===== src/rtl/uart_cmd_pkg.sv =====
// Shared command codes, TX state encoding and io_out8 bit map for uart_cmd_tx.
// Optional parity support is selected with UART_CMD_TX_PARITY_EN.
package uart_cmd_pkg;

  localparam logic [1:0] CMD_DATA   = 2'd0;
  localparam logic [1:0] CMD_CONFIG = 2'd1;
  localparam logic [1:0] CMD_PREDIV = 2'd2;
  localparam logic [1:0] CMD_SPARE  = 2'd3;

  localparam logic [4:0] CMD_CONFIG_RESET = 5'b11000;

  localparam int unsigned OUT_TXD     = 0;
  localparam int unsigned OUT_BUSY    = 1;
  localparam int unsigned OUT_FULL    = 2;
  localparam int unsigned OUT_EMPTY   = 3;
  localparam int unsigned OUT_OVF     = 4;
  localparam int unsigned OUT_LVL_LSB = 5;

  typedef enum logic [2:0] {
    ST_IDLE   = 3'd0,
    ST_START  = 3'd1,
    ST_DATA   = 3'd2,
    ST_STOP1  = 3'd3,
`ifdef UART_CMD_TX_PARITY_EN
    ST_PARITY = 3'd5,
`endif
    ST_STOP2  = 3'd4
  } tx_state_t;

endpackage


===== src/rtl/uart_cmd_fifo.sv =====
// Synchronous FIFO with flush; a push into a full FIFO succeeds only when a pop
// happens in the same cycle.
module uart_cmd_fifo #(
  parameter int unsigned DATA_W     = 8,
  parameter int unsigned FIFO_DEPTH = 4
) (
  input  logic                            clk,
  input  logic                            reset,
  input  logic                            flush,
  input  logic                            push,
  input  logic                            pop,
  input  logic [DATA_W-1:0]               din,
  output logic [DATA_W-1:0]               dout,
  output logic                            full,
  output logic                            empty,
  output logic [$clog2(FIFO_DEPTH):0]     level
);

  localparam int unsigned AW = $clog2(FIFO_DEPTH);

  logic [DATA_W-1:0] mem [FIFO_DEPTH];
  logic [AW-1:0]     wr_ptr;
  logic [AW-1:0]     rd_ptr;
  logic [AW:0]       count;
  logic              do_push;
  logic              do_pop;

  always_comb begin
    full    = (count == (AW+1)'(FIFO_DEPTH));
    empty   = (count == '0);
    do_pop  = pop && !empty;
    do_push = push && (!full || do_pop);
    dout    = mem[rd_ptr];
    level   = count;
  end

  always_ff @(posedge clk) begin
    if (!reset || flush) begin
      wr_ptr <= '0;
      rd_ptr <= '0;
      count  <= '0;
    end else begin
      if (do_push) wr_ptr <= wr_ptr + AW'(1);
      if (do_pop)  rd_ptr <= rd_ptr + AW'(1);
      case ({do_push, do_pop})
        2'b10:   count <= count + (AW+1)'(1);
        2'b01:   count <= count - (AW+1)'(1);
        default: count <= count;
      endcase
    end
  end

  always_ff @(posedge clk) begin
    if (do_push) mem[wr_ptr] <= din;
  end

endmodule


===== src/rtl/uart_cmd_tx.sv =====
// Command-driven framed UART transmitter with data FIFO and prescaler.
// Define UART_CMD_TX_PARITY_EN to add a configurable parity bit.
module uart_cmd_tx
  import uart_cmd_pkg::*;
#(
  parameter int unsigned DATA_W     = 8,
  parameter int unsigned FIFO_DEPTH = 4,
  parameter int unsigned PREDIV_W   = 8
) (
  input  logic       clk,
  input  logic       reset,
  input  logic [6:0] io_in7,
  input  logic       io_cmdStrobe,
  output logic [7:0] io_out8,
  output logic       io_resetCommandStrobe,
  output logic       io_gatedTxdStopBitSupport
);

  localparam int unsigned LW = $clog2(FIFO_DEPTH) + 1;

  logic [1:0]          cmd;
  logic [4:0]          payload;
  logic                push_cmd, stage_cmd, rst_cmd, cfg_wr, pd_wr;
  logic [3:0]          staged_low;
  logic [7:0]          push_byte, prediv_wide, prediv_new;
  logic [PREDIV_W-1:0] prediv, cnt;
  logic                tx_en, stop2, stop2_q, overflow;
  logic                tick, start_frame, last_bit, txd, busy;
  logic [DATA_W-1:0]   fifo_dout, shreg;
  logic                fifo_full, fifo_empty;
  logic [LW-1:0]       fifo_level;
  logic [3:0]          lvl_wide;
  logic [2:0]          lvl_sat, bit_idx;
  tx_state_t           state, state_n;
`ifdef UART_CMD_TX_PARITY_EN
  logic                parity_en, odd, par_q;
`endif

  always_comb begin
    cmd       = io_in7[1:0];
    payload   = io_in7[6:2];
    push_cmd  = 1'b0;
    stage_cmd = 1'b0;
    rst_cmd   = 1'b0;
    cfg_wr    = 1'b0;
    pd_wr     = 1'b0;
    if (io_cmdStrobe) begin
      case (cmd)
        CMD_DATA:   begin push_cmd = payload[4]; stage_cmd = !payload[4]; end
        CMD_CONFIG: begin
          rst_cmd = (payload == CMD_CONFIG_RESET);
          cfg_wr  = !payload[4];
        end
        CMD_PREDIV: pd_wr = 1'b1;
        CMD_SPARE:  ;
      endcase
    end
    push_byte   = {payload[3:0], staged_low};
    prediv_wide = 8'(prediv);
    prediv_new  = payload[4] ? {payload[3:0], prediv_wide[3:0]}
                             : {prediv_wide[7:4], payload[3:0]};
  end

  uart_cmd_fifo #(.DATA_W(DATA_W), .FIFO_DEPTH(FIFO_DEPTH)) u_fifo (
    .clk   (clk),
    .reset (reset),
    .flush (rst_cmd),
    .push  (push_cmd),
    .pop   (start_frame),
    .din   (push_byte[DATA_W-1:0]),
    .dout  (fifo_dout),
    .full  (fifo_full),
    .empty (fifo_empty),
    .level (fifo_level)
  );

  always_comb begin
    tick        = (cnt == '0);
    last_bit    = (bit_idx == 3'(DATA_W - 1));
    state_n     = state;
    start_frame = 1'b0;
    case (state)
      ST_IDLE: if (tx_en && !fifo_empty) begin
        state_n     = ST_START;
        start_frame = 1'b1;
      end
      ST_START: if (tick) state_n = ST_DATA;
`ifdef UART_CMD_TX_PARITY_EN
      ST_DATA:   if (tick && last_bit) state_n = parity_en ? ST_PARITY : ST_STOP1;
      ST_PARITY: if (tick) state_n = ST_STOP1;
`else
      ST_DATA:   if (tick && last_bit) state_n = ST_STOP1;
`endif
      ST_STOP1: if (tick) state_n = stop2_q ? ST_STOP2 : ST_IDLE;
      ST_STOP2: if (tick) state_n = ST_IDLE;
      default:  state_n = ST_IDLE;
    endcase
    // The reset command overrides any transition, including a pending pop.
    if (rst_cmd) begin
      state_n     = ST_IDLE;
      start_frame = 1'b0;
    end
  end

  always_ff @(posedge clk) begin
    if (!reset) state <= ST_IDLE;
    else        state <= state_n;
  end

  always_ff @(posedge clk) begin
    if (!reset) begin
      staged_low            <= '0;
      prediv                <= '0;
      tx_en                 <= 1'b1;
      stop2                 <= 1'b0;
      stop2_q               <= 1'b0;
      overflow              <= 1'b0;
      cnt                   <= '0;
      shreg                 <= '0;
      bit_idx               <= '0;
      io_resetCommandStrobe <= 1'b0;
`ifdef UART_CMD_TX_PARITY_EN
      parity_en             <= 1'b0;
      odd                   <= 1'b0;
      par_q                 <= 1'b0;
`endif
    end else begin
      io_resetCommandStrobe <= rst_cmd;
      if (stage_cmd) staged_low <= payload[3:0];
      if (pd_wr)     prediv     <= prediv_new[PREDIV_W-1:0];
      if (cfg_wr) begin
        stop2 <= payload[0];
        tx_en <= payload[1];
`ifdef UART_CMD_TX_PARITY_EN
        parity_en <= payload[2];
        odd       <= payload[3];
`endif
      end
      if (rst_cmd)                                  overflow <= 1'b0;
      else if (push_cmd && fifo_full && !start_frame) overflow <= 1'b1;
      if (state_n == ST_STOP1 && state != ST_STOP1) stop2_q <= stop2;
      if (start_frame) begin
        cnt     <= prediv;
        shreg   <= fifo_dout;
        bit_idx <= '0;
`ifdef UART_CMD_TX_PARITY_EN
        par_q   <= ^fifo_dout ^ odd;
`endif
      end else if (state != ST_IDLE) begin
        cnt <= tick ? prediv : cnt - PREDIV_W'(1);
        if (state == ST_DATA && tick) begin
          shreg   <= shreg >> 1;
          bit_idx <= bit_idx + 3'd1;
        end
      end
    end
  end

  always_comb begin
    case (state)
      ST_START:  txd = 1'b0;
      ST_DATA:   txd = shreg[0];
`ifdef UART_CMD_TX_PARITY_EN
      ST_PARITY: txd = par_q;
`endif
      default:   txd = 1'b1;
    endcase
    busy     = (state != ST_IDLE);
    lvl_wide = 4'(fifo_level);
    lvl_sat  = (lvl_wide > 4'd7) ? 3'd7 : lvl_wide[2:0];
    io_gatedTxdStopBitSupport = (state == ST_STOP2);
    io_out8                   = '0;
    io_out8[OUT_TXD]          = txd;
    io_out8[OUT_BUSY]         = busy;
    io_out8[OUT_FULL]         = fifo_full;
    io_out8[OUT_EMPTY]        = fifo_empty;
    io_out8[OUT_OVF]          = overflow;
    io_out8[OUT_LVL_LSB +: 3] = lvl_sat;
  end

endmodule


===== config.mk =====
export PLATFORM = sky130hd
export DESIGN_NAME = uart_cmd_tx
export DESIGN_NICKNAME = d
export VERILOG_FILES = /design/src/rtl/uart_cmd_pkg.sv /design/src/rtl/uart_cmd_fifo.sv /design/src/rtl/uart_cmd_tx.sv
export SDC_FILE = /design/constraint.sdc
export NUM_CORES = 1
export LEC_CHECK = 0
export CORE_MARGIN = 3
export CORE_UTILIZATION = 45
export CTS_BUF_LIST = sky130_fd_sc_hd__clkbuf_8
export CTS_CLUSTER_DIAMETER = 60
export DETAILED_ROUTE_END_ITERATION = 8
export GPL_TIMING_DRIVEN = 0
export PLACE_DENSITY = 0.69
export SLEW_MARGIN = 15
export SYNTH_ARGS = -nofsm -noshare
export SYNTH_HDL_FRONTEND = slang
export SYNTH_SLANG_ARGS = --single-unit
export TNS_END_PERCENT = 100

===== constraint.sdc =====
create_clock -name clk -period 6.3 [get_ports clk]
set_clock_uncertainty 0.2 [all_clocks]
set_input_delay 0.63 -clock clk [delete_from_list [all_inputs] [get_ports clk]]
set_output_delay 0.63 -clock clk [all_outputs]
set_load 0.01 [all_outputs]

==> metrics.md <==
| Metric | Value |
|---|---|
| Post-Syn Nets | `328` |
| Pwr dens | `388 nW/um^2` |
| Worst-Margin Slew | `714 ps` |
| Min cycle time layout | `3270 ps` |
| Post-Synthesis Cells | `310` |
| Final ANT Viol Nets | `0` |
| Worst slew margin | `0.520` |
| DR pass1 iterations | `4` |
| CTS resizes | `0` |
| FF-to-FF Start | `state[1]` |
| Hold Crit Start | `shreg[7]` |
| Detailed Route WL | `7.34 mm` |
| Max-cap violations | `0` |
| Fillers | `660` |
| Worst VDD drop | `0.176 mV` |
| Routability-driven placement congestion ratio | `0.838` |
| Final Setup Violations | `0` |
| Number of I/O pins | `20` |
| First-pass GRT wire length | `12.4 mm` |
| Drt wl/cell | `16.6 um` |
| Critical path class | `primary input to register` |
| Arr. time, crit path | `3120 ps` |
| Initial antenna violation count | `0` |
| Crit path from | `io_in7[3]` |
| Synth warn | `0` |
| Num CTS Buffers | `9` |
| DRC viols | `0` |
| Library cells used by synthesis | `55` |
| Synthesized area | `3530 um^2` |
| Row cnt | `31` |
| Top post-synthesis cells by area | `dfxtp_1, edfxtp_1, mux2i_1` |
| Most frequent cell after synthesis | `dfxtp_1` |
| Worst Path Max Fanout | `9` |
| Vias per inst | `5.58` |
| Final hold violations | `0` |
| Leak pwr | `1.49 nW` |
| Sequential-to-total area share from yosys stat | `0.544` |
| Final nets | `356` |
| Synth-to-Final Area Change | `14.2%` |
| GRT Total Usage | `0.182` |
| Core Footprint | `7450 um^2` |
| Slew Limit Fails | `0` |
| FMAX | `306 MHz` |
| Synth top area share | `0.272` |
| RSZ-0062 raised after global routing | `false` |
| Status | `completed` |
| CTS sink cnt | `80` |
| Total power | `1.57 mW` |
| Register bit total from synthesis | `80` |
| Global route overflow | `0` |
| EDFF count, synth | `32` |
| Crit end category | `register` |
| Ratio of cells with drive above 1 in the final layout | `0.114` |
| Ys async rst share | `0` |
| Critical path startpoint category | `primary input` |
| Die W | `94.6 um` |
| Setup_tns | `0 ps` |
| DP HPWL | `5.05 mm` |
| Top FF cell, synth | `dfxtp_1` |
| Reg clk slew, reported paths | `80 ps` |
| Largest net degree at the start of global routing | `16` |
| Worst-case clock buffer depth | `2` |
| Inserted Diodes | `0` |
| DIE AREA | `8950 um^2` |
| Starting Density | `0.475` |
| Die height | `94.6 um` |
| Tcrit/Tclk final | `0.518` |
| Top cell type by total area after synthesis | `dfxtp_1` |
| Via count | `2465` |
| CP Data Required Time | `6160 ps` |
| Worst skew pair latency | `350 ps` |
| Iter 0 DRT Violations | `98` |
| Clk root buf | `clkbuf_8` |
| Worst min-delay path class | `register to register` |
| Top post-synthesis cells by count | `dfxtp_1, nor2_1, edfxtp_1, mux2i_1, nand2_1` |
| Count of input and output buffers | `17` |
| Synthesized area per cell | `11.4 um^2` |
| CTS Hold Bufs | `0` |
| # Post-CTS Setup Buffers | `0` |
| Htree depth | `3` |
| TritonCTS clock tree | `yes` |
| Vias in the first global route | `2489` |
## cell families (layout without fill, tap and decap cells)
group	after synthesis	after routing	synth area share
DFF	80	80	0.544
and+or+nand+nor	101	101	0.149
muxes	35	35	0.127
xor gates and xnor gates	4	4	0.00991
buffers and inverters	29	62	0.0414
AOI/OAI and AO/OA	53	53	0.0984
adders and majority gates	8	8	0.0304
## power breakdown
group / switching (mW) / internal, mW / total, mW / leakage, nW
sequential: 0.0442 / 0.591 / 0.635 / 0.683
combinational: 0.305 / 0.242 / 0.546 / 0.702
clock: 0.198 / 0.187 / 0.385 / 0.101
total: 0.547 / 1.02 / 1.57 / 1.49
## registers in the layout (all words and copies together) (netlist names), named ones only
register / cells
u_fifo.level: 3
io_resetCommandStrobe: 1
state: 3
u_fifo.rd_ptr: 2
u_fifo.mem: 32
shreg: 8
prediv: 8
stop2_q: 1
stop2: 1
staged_low: 4
u_fifo.wr_ptr: 2
cnt: 8
tx_en: 1
bit_idx: 3
overflow: 1
## metrics by stage
| stage | hold slack, ps | std cells | area, um^2 | utilization | setup WS (ps) |
|---|---|---|---|---|---|
| global placement | 256 | 426 | 3830 | 0.514 | 2720 |
| global route | 301 | 442 | 4040 | 0.542 | 2850 |
| CTS | 279 | 442 | 4030 | 0.541 | 3070 |
| detailed placement | 269 | 426 | 3830 | 0.514 | 2720 |
| finish | 281 | 442 | 4040 | 0.542 | 3030 |
| floorplan | 238 | 310 | 3530 | - | 3660 |
## layer usage
metal / up-vias / wire length, um / global-route usage
li1: 1206 / - / -
met1: 1190 / 3340 / 0.242
met2: 51 / 3410 / 0.275
met3: 18 / 370 / 0.0486
met4: 0 / 213 / 0.0913
met5: - / 0 / 0
## critical path: stages
cell	delay, ps
clkdlybuf4s50_1	640
or4b_1	610
nor2_1	410
o21ai_0	370
and3_1	450
## worst paths after layout
| check | cells past startpoint | to | slack [ps] |
|---|---|---|---|
| setup / recovery | 5 | u_fifo.mem[0][6] | 3030 |
| hold / removal | 2 | shreg[7] | 280 |
| setup reg to reg | 10 | u_fifo.level[2] | 3290 |
| hold reg to reg | 2 | shreg[7] | 280 |
## placed cells by master, fill, tap and decap left out, types with 10 or more instances in the layout
master	count
dfxtp_1	48
nor2_1	38
edfxtp_1	32
mux2i_1	27
clkdlybuf4s50_1	17
nand2_1	16
a21oi_1	14
inv_1	10
## layout make-up
class                   instances  area, um^2  area share
multi-input cells             201        1470       0.365
inverters                      11        41.3      0.0102
clock inverters                 7        77.6      0.0192
repair buffers                 17         170      0.0422
well taps                      99         124      0.0307
flip-flops and latches         80        1920       0.476
clock buffers                   9         124      0.0307
plain buffers                  18         105      0.0260
Power figures use the tool's default switching activity.
